File: src/rtl/ddr_crc_pkg.sv
// Shared CRC-5 constants, FSM state type and the one-bit update used by the
// serial and parallel CRC paths.
package ddr_crc_pkg;
  localparam int CRC_WIDTH = 5;
  localparam logic [CRC_WIDTH-1:0] CRC_POLY = 5'b00101;
  localparam logic [CRC_WIDTH-1:0] CRC_SEED = 5'b11111;

  typedef enum logic [1:0] {
    IDLE  = 2'd0,
    SHIFT = 2'd1,
    DONE  = 2'd2
  } crc_state_e;

  // x^5 + x^2 + 1, MSB-first
  function automatic logic [CRC_WIDTH-1:0] crc5_step(input logic [CRC_WIDTH-1:0] crc,
                                                     input logic bit_in);
    logic fb;
    fb = crc[CRC_WIDTH-1] ^ bit_in;
    return {crc[CRC_WIDTH-2:0], 1'b0} ^ (fb ? CRC_POLY : '0);
  endfunction
endpackage

File: src/rtl/ddr_crc5_lfsr.sv
// CRC-5 register with a single-bit step and an unrolled whole-byte step.
// Preset has priority so a byte accepted together with init starts from the seed.
module ddr_crc5_lfsr
  import ddr_crc_pkg::*;
#(
  parameter int BYTE_WIDTH = 8
) (
  input  logic                  clk,
  input  logic                  rst,
  input  logic                  preset,
  input  logic                  step,
  input  logic                  bit_in,
  input  logic                  byte_step,
  input  logic [BYTE_WIDTH-1:0] byte_in,
  output logic [CRC_WIDTH-1:0]  crc
);

  function automatic logic [CRC_WIDTH-1:0] crc5_byte(input logic [CRC_WIDTH-1:0] crc_in,
                                                     input logic [BYTE_WIDTH-1:0] b);
    logic [CRC_WIDTH-1:0] c;
    c = crc_in;
    for (int i = BYTE_WIDTH - 1; i >= 0; i--) c = crc5_step(c, b[i]);
    return c;
  endfunction

  always_ff @(posedge clk or posedge rst) begin
    if (rst)            crc <= CRC_SEED;
    else if (preset)    crc <= CRC_SEED;
    else if (step)      crc <= crc5_step(crc, bit_in);
    else if (byte_step) crc <= crc5_byte(crc, byte_in);
  end

endmodule

File: src/rtl/ddr_crc5_engine.sv
// HDR-DDR CRC-5 engine: accumulates RX bytes and compares against the received CRC.
// Define DDR_CRC5_PARALLEL_EN for the one-shot byte update (2-cycle latency, never busy).
module ddr_crc5_engine
  import ddr_crc_pkg::*;
#(
  parameter int BYTE_WIDTH = 8
) (
  input  logic                  i_sys_clk,
  input  logic                  i_sys_rst,
  input  logic                  i_rx_crc_en,
  input  logic                  i_rx_crc_init,
  input  logic [BYTE_WIDTH-1:0] i_rx_byte,
  input  logic                  i_rx_byte_valid,
  input  logic [CRC_WIDTH-1:0]  i_rx_crc_rcvd,
  input  logic                  i_rx_crc_check,
  output logic                  o_crc_busy,
  output logic [CRC_WIDTH-1:0]  o_crc_value,
  output logic                  o_crc_valid,
  output logic                  o_crc_match,
  output logic                  o_crc_error,
  output logic                  o_crc_overrun
);

  crc_state_e            state;
  logic [BYTE_WIDTH-1:0] sreg;
  logic [CRC_WIDTH-1:0]  crc, rcvd_q;
  logic accept, in_flight, cplt, step, byte_step, ovr_set;
  logic valid_q, match_q, error_q, ovr_q, pend;

  assign accept = i_rx_byte_valid & i_rx_crc_en & (state != SHIFT);

`ifdef DDR_CRC5_PARALLEL_EN
  // DONE is the cycle the latched byte is folded in; init there discards it
  assign in_flight = (state == DONE);
  assign cplt      = in_flight & ~i_rx_crc_init;
  assign step      = 1'b0;
  assign byte_step = cplt;
  assign ovr_set   = 1'b0;
  assign o_crc_busy = 1'b0;

  always_ff @(posedge i_sys_clk or posedge i_sys_rst) begin
    if (i_sys_rst) begin
      state <= IDLE;
      sreg  <= '0;
    end else begin
      state <= accept ? DONE : IDLE;
      if (accept) sreg <= i_rx_byte;
    end
  end
`else
  localparam int CW = $clog2(BYTE_WIDTH);
  logic [CW-1:0] cnt;

  assign in_flight = (state == SHIFT);
  assign step      = in_flight & ~i_rx_crc_init;
  assign cplt      = step & (cnt == '0);
  assign byte_step = 1'b0;
  assign ovr_set   = i_rx_byte_valid & in_flight & ~i_rx_crc_init;
  assign o_crc_busy = in_flight;

  always_ff @(posedge i_sys_clk or posedge i_sys_rst) begin
    if (i_sys_rst) begin
      state <= IDLE;
      sreg  <= '0;
      cnt   <= '0;
    end else if (in_flight) begin
      if (i_rx_crc_init) begin
        state <= IDLE;
      end else begin
        sreg <= sreg << 1;
        cnt  <= cnt - 1'b1;
        if (cnt == '0) state <= DONE;
      end
    end else if (accept) begin
      sreg  <= i_rx_byte;
      cnt   <= CW'(BYTE_WIDTH - 1);
      state <= SHIFT;
    end else begin
      state <= IDLE;
    end
  end
`endif

  ddr_crc5_lfsr #(.BYTE_WIDTH(BYTE_WIDTH)) u_lfsr (
    .clk       (i_sys_clk),
    .rst       (i_sys_rst),
    .preset    (i_rx_crc_init),
    .step      (step),
    .bit_in    (sreg[BYTE_WIDTH-1]),
    .byte_step (byte_step),
    .byte_in   (sreg),
    .crc       (crc)
  );

  // A check that lands while a byte is in flight waits for the final CRC.
  // Check together with init compares the pre-init value.
  always_ff @(posedge i_sys_clk or posedge i_sys_rst) begin
    if (i_sys_rst) begin
      valid_q <= 1'b0;
      match_q <= 1'b0;
      error_q <= 1'b0;
      ovr_q   <= 1'b0;
      pend    <= 1'b0;
      rcvd_q  <= '0;
    end else begin
      valid_q <= cplt;
      match_q <= 1'b0;
      error_q <= 1'b0;
      if (i_rx_crc_init) ovr_q <= 1'b0;
      else if (ovr_set)  ovr_q <= 1'b1;
      if (pend & valid_q) begin
        match_q <= (crc == rcvd_q);
        error_q <= (crc != rcvd_q);
        pend    <= 1'b0;
      end
      if (i_rx_crc_init & in_flight) pend <= 1'b0;
      if (i_rx_crc_check) begin
        if (in_flight & ~i_rx_crc_init) begin
          pend   <= 1'b1;
          rcvd_q <= i_rx_crc_rcvd;
        end else begin
          match_q <= (crc == i_rx_crc_rcvd);
          error_q <= (crc != i_rx_crc_rcvd);
        end
      end
    end
  end

  assign o_crc_value   = crc;
  assign o_crc_valid   = valid_q;
  assign o_crc_match   = match_q;
  assign o_crc_error   = error_q;
  assign o_crc_overrun = ovr_q;

endmodule

File: config.mk
export PLATFORM = sky130hd
export DESIGN_NAME = ddr_crc5_engine
export DESIGN_NICKNAME = d
export VERILOG_FILES = /design/src/rtl/ddr_crc_pkg.sv /design/src/rtl/ddr_crc5_lfsr.sv /design/src/rtl/ddr_crc5_engine.sv
export SDC_FILE = /design/constraint.sdc
export NUM_CORES = 1
export LEC_CHECK = 0
export BUFFER_PORTS_ARGS = -buffer_cell sky130_fd_sc_hd__buf_4
export CAP_MARGIN = 0
export CORE_ASPECT_RATIO = 1.2
export CORE_MARGIN = 1.5
export CORE_UTILIZATION = 35
export CTS_CLUSTER_DIAMETER = 80
export DETAILED_ROUTE_END_ITERATION = 16
export GPL_ROUTABILITY_DRIVEN = 0
export GPL_TIMING_DRIVEN = 0
export PLACE_DENSITY = 0.59
export RECOVER_POWER = 25
export REMOVE_ABC_BUFFERS = 1
export SLEW_MARGIN = 0
export SYNTH_ARGS = -nofsm -noshare
export SYNTH_HDL_FRONTEND = slang
export SYNTH_HIERARCHICAL = 1
export SYNTH_SLANG_ARGS = --single-unit
File: constraint.sdc
create_clock -name i_sys_clk -period 4.8 [get_ports i_sys_clk]
set_clock_uncertainty 0.1 [all_clocks]
set_input_delay 0.24 -clock i_sys_clk [delete_from_list [all_inputs] [get_ports i_sys_clk]]
set_output_delay 0.24 -clock i_sys_clk [all_outputs]
set_load 0.05 [all_outputs]
==> results.md, run 1 <==
Outcome:
- The run finished with clean final reports.

Finish:
- The final layout contains 209 nets.
- The number of diodes added for antenna fixing is 0.
- Once layout is done, the placed cells without fillers occupy 1960 µm².
- The library cells used most frequently in the layout, excluding fill and tap cells, are dfrtp_1 (23), buf_4 (23), a21oi_1 (16).
- Relative to the synthesized area, the layout overhead comes to 19.3%.
- The fraction of final layout cells with drive strength greater than 1 is 23.5%.

Synthesis:
- The post-synthesis register bit count is 28.
- The synthesized netlist occupies a cell area of 1640 µm².
- The average cell area after synthesis is 10.7 µm².
- Yosys printed 6 warnings.
- The async set-or-reset flop fraction in the synthesized netlist is 100%.
- The top cell type's share of synthesized area is 35.0%.
- The count of cell types in the netlist is 37.
- The most frequently used flop master after synthesis is dfrtp_1.
- Counting flops with a built-in enable in the synthesized netlist gives 0.
- The cell type with the highest aggregate area in the netlist is dfrtp_1.
- After technology mapping, the gate count stands at 154.
- Sequential cells were found to cover 43.0% of the synthesized design area.
- Sorting the synthesized cells by area gives the leading types as dfrtp_1 (35%), dfstp_2 (8.0%), xnor2_1 (7.5%).

Routing:
- After detailed routing, the total wire length is 3210 µm.
- The total number of vias is 1158.
- The remaining number of nets flagged by the antenna check after routing is 0.
- The detail-routed net length per standard cell is 13.1 µm.
- The number of vias per cell after detailed routing is 4.73.
- In the routed design, unresolved DRC markers number 0.
- For this block, the initial DRC count from the detailed router was 25.
- Before antenna repair, the detailed router went through 4 iterations.

Clock network:
- The quantity of gates resized following cts is 0.
- The longest clock path from root to sink contains 2 buffers.
- The TritonCTS sink count is 28.
- Counting the buffers created by CTS gives 3.
- The number of hold buffers added after cts is 1.
- The H-tree depth is 1.
- The worst-skew pair later-pin latency is 0.27 ns.
- The clock transition at the registers of the reported paths is 0.09 ns.
- After clock tree synthesis, the setup repair step added 0 buffers.
- The cell chosen for the clock root is clkbuf_8.
- TritonCTS built the clock tree.

Global routing:
- The total congestion overflow after global routing is 0.
- The first global-routing pass estimated 5820 µm of wire.
- The initial antenna violation count is 0.
- The largest net degree at the start of global routing is 24.
- The via count of the first global-routing pass is 1223.
- In the global route stage, overall resource usage came out at 14.5%.

STA:
- The number of failing hold endpoints at the final stage is 0.
- For the pin with the worst max-slew slack, the measured transition is 0.942 ns.
- The shortest period the worst path allows is 2.14 ns.
- The relative max-transition margin is 36.9%.
- The slack of the critical path is 2.66 ns.
- The count of pins over their slew limit is 0.
- The post-route clock period utilization is 44.5%.
- Setup repair after global routing left no endpoint under its margin.
- The number of setup violations in the final report is 0.
- The final sum of negative setup slack is 0 ns.
- The peak clock frequency supported by timing is 468 MHz.

Pwr:
- The power per unit of standard cell area is 550 nW/µm².
- For this design the static power due to leakage is 0.000888 µW.
- VDD sags by at most 0.000236 V.
- Total power for the finished layout comes to 1080 µW.

Worst setup path:
- The path length in cells of the critical path is 3.
- The critical path is of the reg2reg type.
- The endpoint class of the critical path is a register.
- In this run the worst setup path begins at state[1].
- The delay contributed by the slowest stage of the critical path is 0.74 ns.
- The largest fanout on the critical path is 18.
- The startpoint type of the worst setup path is a register.
- The cell family contributing the most delay on the critical path is simple AND/OR/NAND/NOR gates.
- The endpoint arrival time on the critical path is 2.20 ns.
- Measured in cells, the most critical reg-to-reg path has a length of 3.
- The slowest stage of the critical path is the nor2b_2 cell.
- Together, buffers and inverters on the worst path number 0.
- The startpoint identified for the worst register-to-register timing path is state[1].
- The required time at the endpoint of the critical path is 4.86 ns.
- The critical path goes through nor2b_2 -> and3_1 -> mux2_2.

Die:
- The die outline height is 78.1 µm.
- Once the floorplan was initialized, standard cells occupied 36.0% of the core.
- In this run the count of I/O pins placed on the die edge is 29.
- The total area inside the core boundary comes to 4560 µm².
- The width of the chip is 65.6 µm.
- The die covers 5120 µm².
- The floorplan has 27 rows.

Place:
- At the placement stage, the worst setup path has a slack of 2.65 ns.
- The port buffer count is 28.
- Detailed placement ended at an HPWL of 2450 µm.
- The placed instances occupy a cell area of 1910 µm².

Hold path:
- In this run the most critical hold path is launched from i_rx_byte[0].
- The worst hold path depth is 3.
- In this run the worst hold path is classified as in2reg.

Flow run:
- The total of max-cap violations is 0.
==> per-layer routing <==
layer / vias to the layer above / part of all wire, % / track usage, %
met4: 0 / 0.90 / 6.25
li1: 578 / - / -
met2: 20 / 52 / 25.3
met1: 558 / 44 / 17.9
met5: - / 0 / 0
met3: 2 / 3.5 / 1.58
==> stage by stage <==
step	hold slack (ns)	std cells	util [%]
finish	0.0786	245	43.0
global route	0.0992	245	43.0
CTS	0.0780	245	43.3
detailed placement	0.281	240	41.9
global placement	0.274	240	41.8
floorplan	0.117	154	-
==> power breakdown <==
group,internal [µW],leakage [µW],switching [µW]
Sequential,303,0.000318,77.0
Clock,73.4,0.0000288,71.2
Combinational,285,0.000541,268
Total,661,0.000888,417
==> cell usage after synthesis, types with 3 or more instances <==
| cell | count |
|---|---|
| a21oi_1 | 16 |
| buf_2 | 3 |
| dfrtp_1 | 23 |
| dfstp_2 | 5 |
| inv_1 | 11 |
| mux2_2 | 5 |
| mux2i_1 | 8 |
| nand2_1 | 4 |
| nand3_1 | 3 |
| nor2_1 | 15 |
| nor2b_1 | 6 |
| nor3_1 | 4 |
| xnor2_1 | 14 |
| xnor3_1 | 3 |
| xor2_1 | 5 |
==> cell type report <==
type,count,area [µm²]
Fill cell,463,2600
Multi-Input combinational cell,115,880
Inverter,11,41.3
Clock buffer,4,55.1
Tap cell,58,72.6
Sequential cell,28,707
Timing Repair Buffer,29,205
==> sequential cells by signal (all words and copies together) (netlist names) <==
| register | cells |
|---|---|
| o_crc_valid | 1 |
| u_lfsr/crc | 5 |
| o_crc_match | 1 |
| o_crc_error | 1 |
| rcvd_q | 5 |
| sreg | 8 |
| state | 2 |
| pend | 1 |
| cnt | 3 |
| o_crc_overrun | 1 |
==> path summary, 6_finish.rpt <==
kind                            slack, ns            end
worst max-delay path                 2.66      rcvd_q[1]
worst min-delay path                 0.08        sreg[0]
worst max register to register       2.66      rcvd_q[1]
worst min register to register       0.37         cnt[0]
max in group asynchronous            3.43        sreg[3]
min in group asynchronous            0.53  u_lfsr/crc[1]
==> cells by family (layout without fill, tap and decap cells) <==
logic type | count (synthesis) | after routing | synth area share (%)
multiplexers | 13 | 13 | 8.30
buffers and inverters | 16 | 44 | 4.79
flip-flops | 28 | 28 | 43.0
adder cells (fa/ha/maj) | 2 | 2 | 1.52
other | 1 | 6 | 0.228
XOR/XNOR | 26 | 26 | 19.1
AND/OR/NAND/NOR | 39 | 39 | 11.6
AO/OA/AOI/OAI | 29 | 29 | 11.5
==> worst register-to-register path, delay by kind of cell, from the launching register on <==
kind / cells / cell delay [ns]
flops: 1 / 0.39
mux: 1 / 0.38
simple gates: 2 / 1.16
No activity file was read; power rests on OpenSTA's default activity.
==> inputs of run 2 (changes only) <==
--- a/config.mk
+++ b/config.mk
@@ -5,6 +5,7 @@
 export SDC_FILE = /design/constraint.sdc
 export NUM_CORES = 1
 export LEC_CHECK = 0
+export ABC_AREA = 1
 export BUFFER_PORTS_ARGS = -buffer_cell sky130_fd_sc_hd__buf_4
 export CAP_MARGIN = 0
 export CORE_ASPECT_RATIO = 1.2
==> constraint.sdc (replaced) <==
create_clock -name i_sys_clk -period 2.08 [get_ports i_sys_clk]
set_clock_uncertainty 0.1 [all_clocks]
set_input_delay 0.104 -clock i_sys_clk [delete_from_list [all_inputs] [get_ports i_sys_clk]]
set_output_delay 0.104 -clock i_sys_clk [all_outputs]
set_load 0.05 [all_outputs]
==> results.md, run 2 <==
Pwr:
- Dividing total power by cell area gives a power density of 1170 nW/µm².
- Summed over all cells, the static leakage comes to 0.00122 µW.
- The worst-case vdd ir drop is 0.000476 V.

Worst setup path:
- The start-to-end type of the worst setup path is reg2reg.
- The largest fanout on the critical path is 18.
- The endpoint class of the critical path is a register.
- The startpoint type of the worst setup path is a register.
- The endpoint arrival time on the critical path is 1.92 ns.
- The required time at the endpoint of the critical path is 2.18 ns.

Synthesis:
- The cell type with the highest aggregate area in the netlist is dfrtp_1.
- In this run, distinct cell masters in the synthesized netlist total 32.
- For this run, the number of Yosys warnings is 6.
- The xor/xnor cell area share of the yosys netlist is 3.73%.
- By count the netlist is led by nand2_1 (83), inv_1 (49), dfrtp_1 (23), nand3_1 (18), nor2_1 (17).
- Each instance of the synthesized netlist takes up on average 7.22 µm².
- The async set-or-reset flop fraction in the synthesized netlist is 100%.
- The post-synthesis share of cell area spent on and, or, nand and nor gates is 30.9%.
- The synthesized-area fraction occupied by adder cells is 1.33%.
- After synthesis, the cell types taking the most area are dfrtp_1 (31%), nand2_1 (17%), inv_1 (9.8%).
- The compound-cell area share of the yosys netlist is 13.5%.
- The cell count after synthesis came out at 260.
- Multiplexer cells account for 0% of the synthesized area.
- The cell with the most instances after synthesis is nand2_1.
- The cell area after technology mapping is 1880 µm².
- The main combinational cell family by area after synthesis is simple AND/OR/NAND/NOR gates.
- Counting flops with a built-in enable in the synthesized netlist gives 0.
- The post-synthesis register bit count is 28.
- After synthesis, flip-flops and latches occupy 37.7% of the total area.
- The top cell type by area accounts for 30.7% of the synthesized area.
- The most frequently used flop master after synthesis is dfrtp_1.

Place:
- Summed over all nets, the half-perimeter wirelength after detailed placement is 2880 µm.
- Buffers placed on the I/O ports in this run total 28.

Die:
- The die covers 5810 µm².
- After floorplanning, the core was sized to cover 5230 µm².
- After floorplanning, the core was divided into 29 placement rows.
- The floorplan step set the die height to 83.2 µm.
- The number of ports placed on the die boundary is 29.
- The width of the chip is 69.8 µm.
- The starting density of the core is 35.9%.

Global routing:
- The total congestion overflow after global routing is 0.
- The initial antenna violation count is 0.
- The global-route wire length before repair is 6530 µm.
- The via count of the first global-routing pass is 1533.
- The aggregate global-route resource usage is 13.5%.
- The largest net degree at the start of global routing is 24.

Clock network:
- The maximum root-to-sink buffer count is 2.
- The TritonCTS clock tree is built.
- The cell chosen for the clock root is clkbuf_8.
- CTS built an H-tree with a depth of 1.
- The TritonCTS sink count is 28.
- At the later pin of the worst-skew pair, clock insertion delay measures 0.27 ns.
- The clock transition at the registers of the reported paths is 0.09 ns.
- The quantity of gates resized following cts is 0.
- The number of hold buffers added after cts is 8.
- The clock buffer count from CTS is 3.
- After clock tree synthesis, the setup repair step added 0 buffers.

STA:
- The number of failing hold endpoints at the final stage came to 0.
- The worst hold-check slack is 0.0102 ns.
- The shortest period the worst path allows is 1.82 ns.
- Setup repair after global routing left no endpoint under its margin.
- The count of pins over their slew limit is 0.
- The number of setup violations in the final report is 0.
- For the pin with the worst max-slew slack, the measured transition is 0.877 ns.
- The post-route clock period utilization is 87.5%.
- Static timing analysis puts the maximum clock frequency at 550 MHz.
- The relative max-transition margin is 41.5%.
- After routing, the total negative slack on setup checks comes to 0 ns.

Routing:
- The detail-routed net length per standard cell is 10.1 µm.
- The final wirelength is 3650 µm.
- The post-route DRC violation count is 0.
- The total number of vias is 1647.
- The number of vias per cell after detailed routing is 4.55.
- The number of optimization iterations in the first detailed-route pass is 4.
- The remaining number of nets flagged by the antenna check after routing is 0.
- The detailed router finished its first iteration with 52 violations.

Finish:
- In the layout the commonest cells are nand2_1 (83), inv_1 (49), dfrtp_1 (23), buf_4 (23), nand3_1 (18).
- The relative area change from synthesis to final layout is 21.1%.
- The number of fillers in the final layout is 565.
- Leaving out fill and tap cells, the most frequent cell in the layout is nand2_1.
- The post-route netlist has 17.3% of its cells at a drive strength greater than 1.
- For this run, the post-layout net count is 322.
- The multi-input combinational cells in the finished layout cover a total of 936 µm².
- The number of flip-flops under the largest register name is 8.
- In the final layout, flip-flops and latches occupy 707 µm².
- Ranked by flip-flop count, first place goes to sreg.
- The number of antenna diodes in the final layout is 0.
- The largest registers in the layout are sreg (8), rcvd_q (5), u_lfsr/crc (5).

Flow run:
- The total of max-cap violations is 0.

Hold path:
- The worst hold path belongs to the class in2reg.

Outcome:
- The run finished with clean final reports.
-- run 2: path summary, 6_finish.rpt --
kind	from	cells past startpoint	slack, ns	endpoint
min	i_rx_crc_rcvd[2]	3	0.01	rcvd_q[2]
max in group asynchronous	i_sys_rst	3	0.86	sreg[1]
min in group asynchronous	i_sys_rst	3	0.40	u_lfsr/crc[2]
max	state[1]	7	0.26	sreg[7]
max reg2reg	state[1]	7	0.26	sreg[7]
min reg2reg	cnt[2]	1	0.39	cnt[2]
-- run 2: metrics by stage --
| step | setup WS [ns] | total power [µW] | util, % | cell area, µm² | std cells |
|---|---|---|---|---|---|
| 5_1_grt | 0.108 | 2930 | 43.5 | 2270 | 362 |
| 2_1_floorplan | 0.439 | 2010 | - | 1850 | 258 |
| 3_5_place_dp | 0.352 | 2350 | 40.8 | 2130 | 348 |
| 3_3_place_gp | 0.351 | 2310 | 40.8 | 2130 | 348 |
| 4_1_cts | 0.329 | 2690 | 43.4 | 2270 | 360 |
| 6_report | 0.260 | 2650 | 43.5 | 2270 | 362 |
-- run 2: cell type report --
| class | instances | area share (%) |
|---|---|---|
| multi-input cells | 178 | 41.2 |
| flip-flops and latches | 28 | 31.1 |
| repair buffers | 38 | 13.0 |
| inverters | 52 | 8.87 |
| well taps | 62 | 3.41 |
| clock buffers | 4 | 2.42 |
-- run 2: where the power goes --
group          internal [µW]  switching, µW
clock                    169            158
combinational            509            885
sequential               723            204
-- run 2: cells by family after synthesis --
kind of cell             count (synthesis)
flip-flops                              28
XOR/XNOR                                 8
AO/OA/AOI/OAI                           37
other                                    1
adder cells (fa/ha/maj)                  2
buffers and inverters                   55
AND/OR/NAND/NOR                        129
-- run 2: critical path, cell delays in order (launching register included) --
cell and delay [ns]:
dfrtp_1 0.44, nor2_8 0.31, clkinvlp_2 0.33, nand3_4 0.16, nand2_4 0.14, inv_1 0.15, nand2_1 0.06, o21ai_1 0.06
-- run 2: routing by layer --
| metal | share of wire (%) | GRT usage, % |
|---|---|---|
| met4 | 1.2 | 3.85 |
| met3 | 3.6 | 2.06 |
| met5 | 0 | 0 |
| met1 | 44 | 16.9 |
| met2 | 51 | 23.9 |
==> inputs of run 3 (changes only) <==
--- a/config.mk
+++ b/config.mk
@@ -8,7 +8,7 @@
 export ABC_AREA = 1
 export BUFFER_PORTS_ARGS = -buffer_cell sky130_fd_sc_hd__buf_4
 export CAP_MARGIN = 0
-export CORE_ASPECT_RATIO = 1.2
+export CORE_ASPECT_RATIO = 1.1
 export CORE_MARGIN = 1.5
 export CORE_UTILIZATION = 35
 export CTS_CLUSTER_DIAMETER = 80
==> results.md, run 3 (synthesis results as in run 2) <==
Flow run:
- The total of max-cap violations is 0.

STA:
- Setup violations remaining at the end of the flow were counted as 0.
- The peak clock frequency supported by timing is 566 MHz.
- The number of failing hold endpoints at the final stage came to 0.
- The count of pins over their slew limit was 0.
- The actual slew at the worst max-slew pin is 0.926 ns.
- Setup repair after global routing left no endpoint under its margin.
- After routing, the total negative slack on setup checks comes to 0 ns.
- The shortest period the worst path allows is 1.77 ns.
- The post-route clock period utilization is 84.9%.
- The slack of the critical path is 0.314 ns.
- The relative max-transition margin is 38.2%.

Routing:
- In this run the remaining antenna-violating nets after routing total 0.
- The number of vias per cell after detailed routing is 4.46.
- The number of optimization iterations in the first detailed-route pass is 4.
- Dividing the detail-routed wire length by the instance count gives 10.6 µm.
- In the routed design, unresolved DRC markers number 0.
- The total number of vias is 1664.
- In this run, the number of DRC markers left after iteration 0 of detailed routing was 45.
- Summed over all layers, the routed wires come to 3940 µm.

Worst setup path:
- STA puts the critical path data required time at 2.18 ns.
- The register-to-register path setup slack is 0.31 ns.
- For the worst flop-to-flop path, the logic depth is 10.
- The endpoint arrival time on the critical path is 1.87 ns.
- The worst setup path is captured at a register.
- The largest fanout on the critical path is 9.
- STA classifies the critical path startpoint as a register.
- The setup path with the least slack is of type reg2reg.

Clock network:
- The clock transition at the registers of the reported paths is 0.09 ns.
- In this run the deepest clock path goes through 2 buffers.
- The later pin in the worst-skew pair is clocked with a latency of 0.27 ns.
- The TritonCTS clock tree is built.
- The clock net in this run drives a total of 28 sinks.
- The number of setup buffers added after CTS is 0.
- The root buffer cell chosen for the clock tree is clkbuf_8.
- The clock buffer count from CTS is 3.
- The number of hold buffers added after cts is 11.
- The H-tree depth is 1.
- Post-CTS repair changed the size of 0 cells.

Die:
- The width of the chip is 72.8 µm.
- The number of rows created at floorplan is 27.
- The die area is 5810 µm².
- Once the floorplan was initialized, standard cells occupied 36.8% of the core.
- The total area inside the core boundary comes to 5100 µm².
- 29 I/O pins were placed.
- From bottom edge to top edge, the die measures 79.8 µm.

Finish:
- The count of nets after finishing is 323.
- The area occupied by multi-input gates is 936 µm².
- The number of fillers in the final layout is 523.
- The number of diodes added for antenna fixing is 0.
- The core occupancy in the finished layout is 45.0%.
- The register with the most flip-flops in the layout has 8 of them.
- The fraction of final layout cells with drive strength greater than 1 is 17.6%.
- The relative area change from synthesis to final layout is 22.3%.
- Registers take 707 µm².
- The largest registers in the layout are sreg (8), rcvd_q (5), u_lfsr/crc (5).
- In the layout the commonest cells are nand2_1 (83), inv_1 (49), dfrtp_1 (23), buf_4 (23), nand3_1 (18).
- The most flop-heavy register is sreg.
- The leading cell type in the layout, fill and taps excluded is nand2_1.

Hold path:
- The type of the most critical hold path is in2reg.
- Along the worst hold path, the cell count comes to 3.

Global routing:
- The initial antenna violation count is 0.
- The first global-routing pass estimated 6580 µm of wire.
- The aggregate global-route resource usage is 14.4%.
- The largest net degree at the start of global routing is 24.
- The via count of the first global-routing pass is 1480.
- Summed over all layers, the global routing overflow is 0.

Pwr:
- In this run the static leakage power is 0.00123 µW.
- The power per unit of standard cell area is 1170 nW/µm².
- The worst-case IR drop observed on VDD is 0.000374 V.

Place:
- The worst setup timing slack at the placement stage is 0.341 ns.
- In this run the tool buffered the top-level ports with 28 buffer cells.
- The estimated wirelength of the detail-placed design is 3070 µm.

Outcome:
- The run finished with clean final reports.
-- run 3: cell types whose count changed in the layout (fill, tap and decap cells not counted) --
cell | previous run | this run
dfstp_2 | 2 | 3
inv_4 | 0 | 1
clkinvlp_2 | 1 | 0
dfstp_1 | 3 | 2
dlygate4sd3_1 | 10 | 11
-- run 3: where the power goes --
group | leakage [µW] | total, µW | internal (µW) | switching (µW)
combinational | 0.000872 | 1410 | 510 | 902
clock | 0.0000288 | 344 | 169 | 175
sequential | 0.000332 | 933 | 726 | 207
-- run 3: layer usage --
metal / vias to the layer above / GRT usage, % / share of wire [%]
li1: 885 / - / -
met1: 746 / 19.3 / 47
met2: 31 / 24.9 / 49
met3: 2 / 1.89 / 2.8
met4: 0 / 2.83 / 0.58
met5: - / 0 / 0
-- run 3: final timing paths --
| path | from | end |
|---|---|---|
| max | u_lfsr/crc[1] | u_lfsr/crc[3] |
| min | i_rx_crc_rcvd[2] | rcvd_q[2] |
| max reg2reg | u_lfsr/crc[1] | u_lfsr/crc[3] |
| min reg2reg | cnt[2] | cnt[2] |
| max in group asynchronous | i_sys_rst | sreg[4] |
| min in group asynchronous | i_sys_rst | u_lfsr/crc[0] |
-- run 3: critical path: stages, from the launching register on --
cell     delay [ns]
dfstp_1        0.71
inv_1          0.14
nand2_1        0.09
nand2_1        0.10
nand2_1        0.09
nand2_1        0.05
nand2_1        0.09
nand2_1        0.07
nand2_1        0.06
nand3_1        0.07
a21oi_1        0.14
-- run 3: final cells by class --
class                      instances  share of cell area (%)
sequential                        28                    30.8
inverter                          52                    8.83
tap                               72                    3.92
multi-input combinational        178                    40.8
timing repair buffer              39                    13.3
clock buffer                       4                    2.40
-- run 3: stage by stage --
| step | hold slack, ns | cells | total power [µW] | cell area (µm²) |
|---|---|---|---|---|
| 3_5_place_dp | 0.132 | 358 | 2360 | 2150 |
| 2_1_floorplan | -0.0189 | 258 | 2010 | 1850 |
| 4_1_cts | 0.00235 | 373 | 2720 | 2310 |
| 3_3_place_gp | 0.140 | 358 | 2320 | 2150 |
| 6_report | 0.00107 | 373 | 2690 | 2300 |
| 5_1_grt | 0.0169 | 373 | 2940 | 2300 |
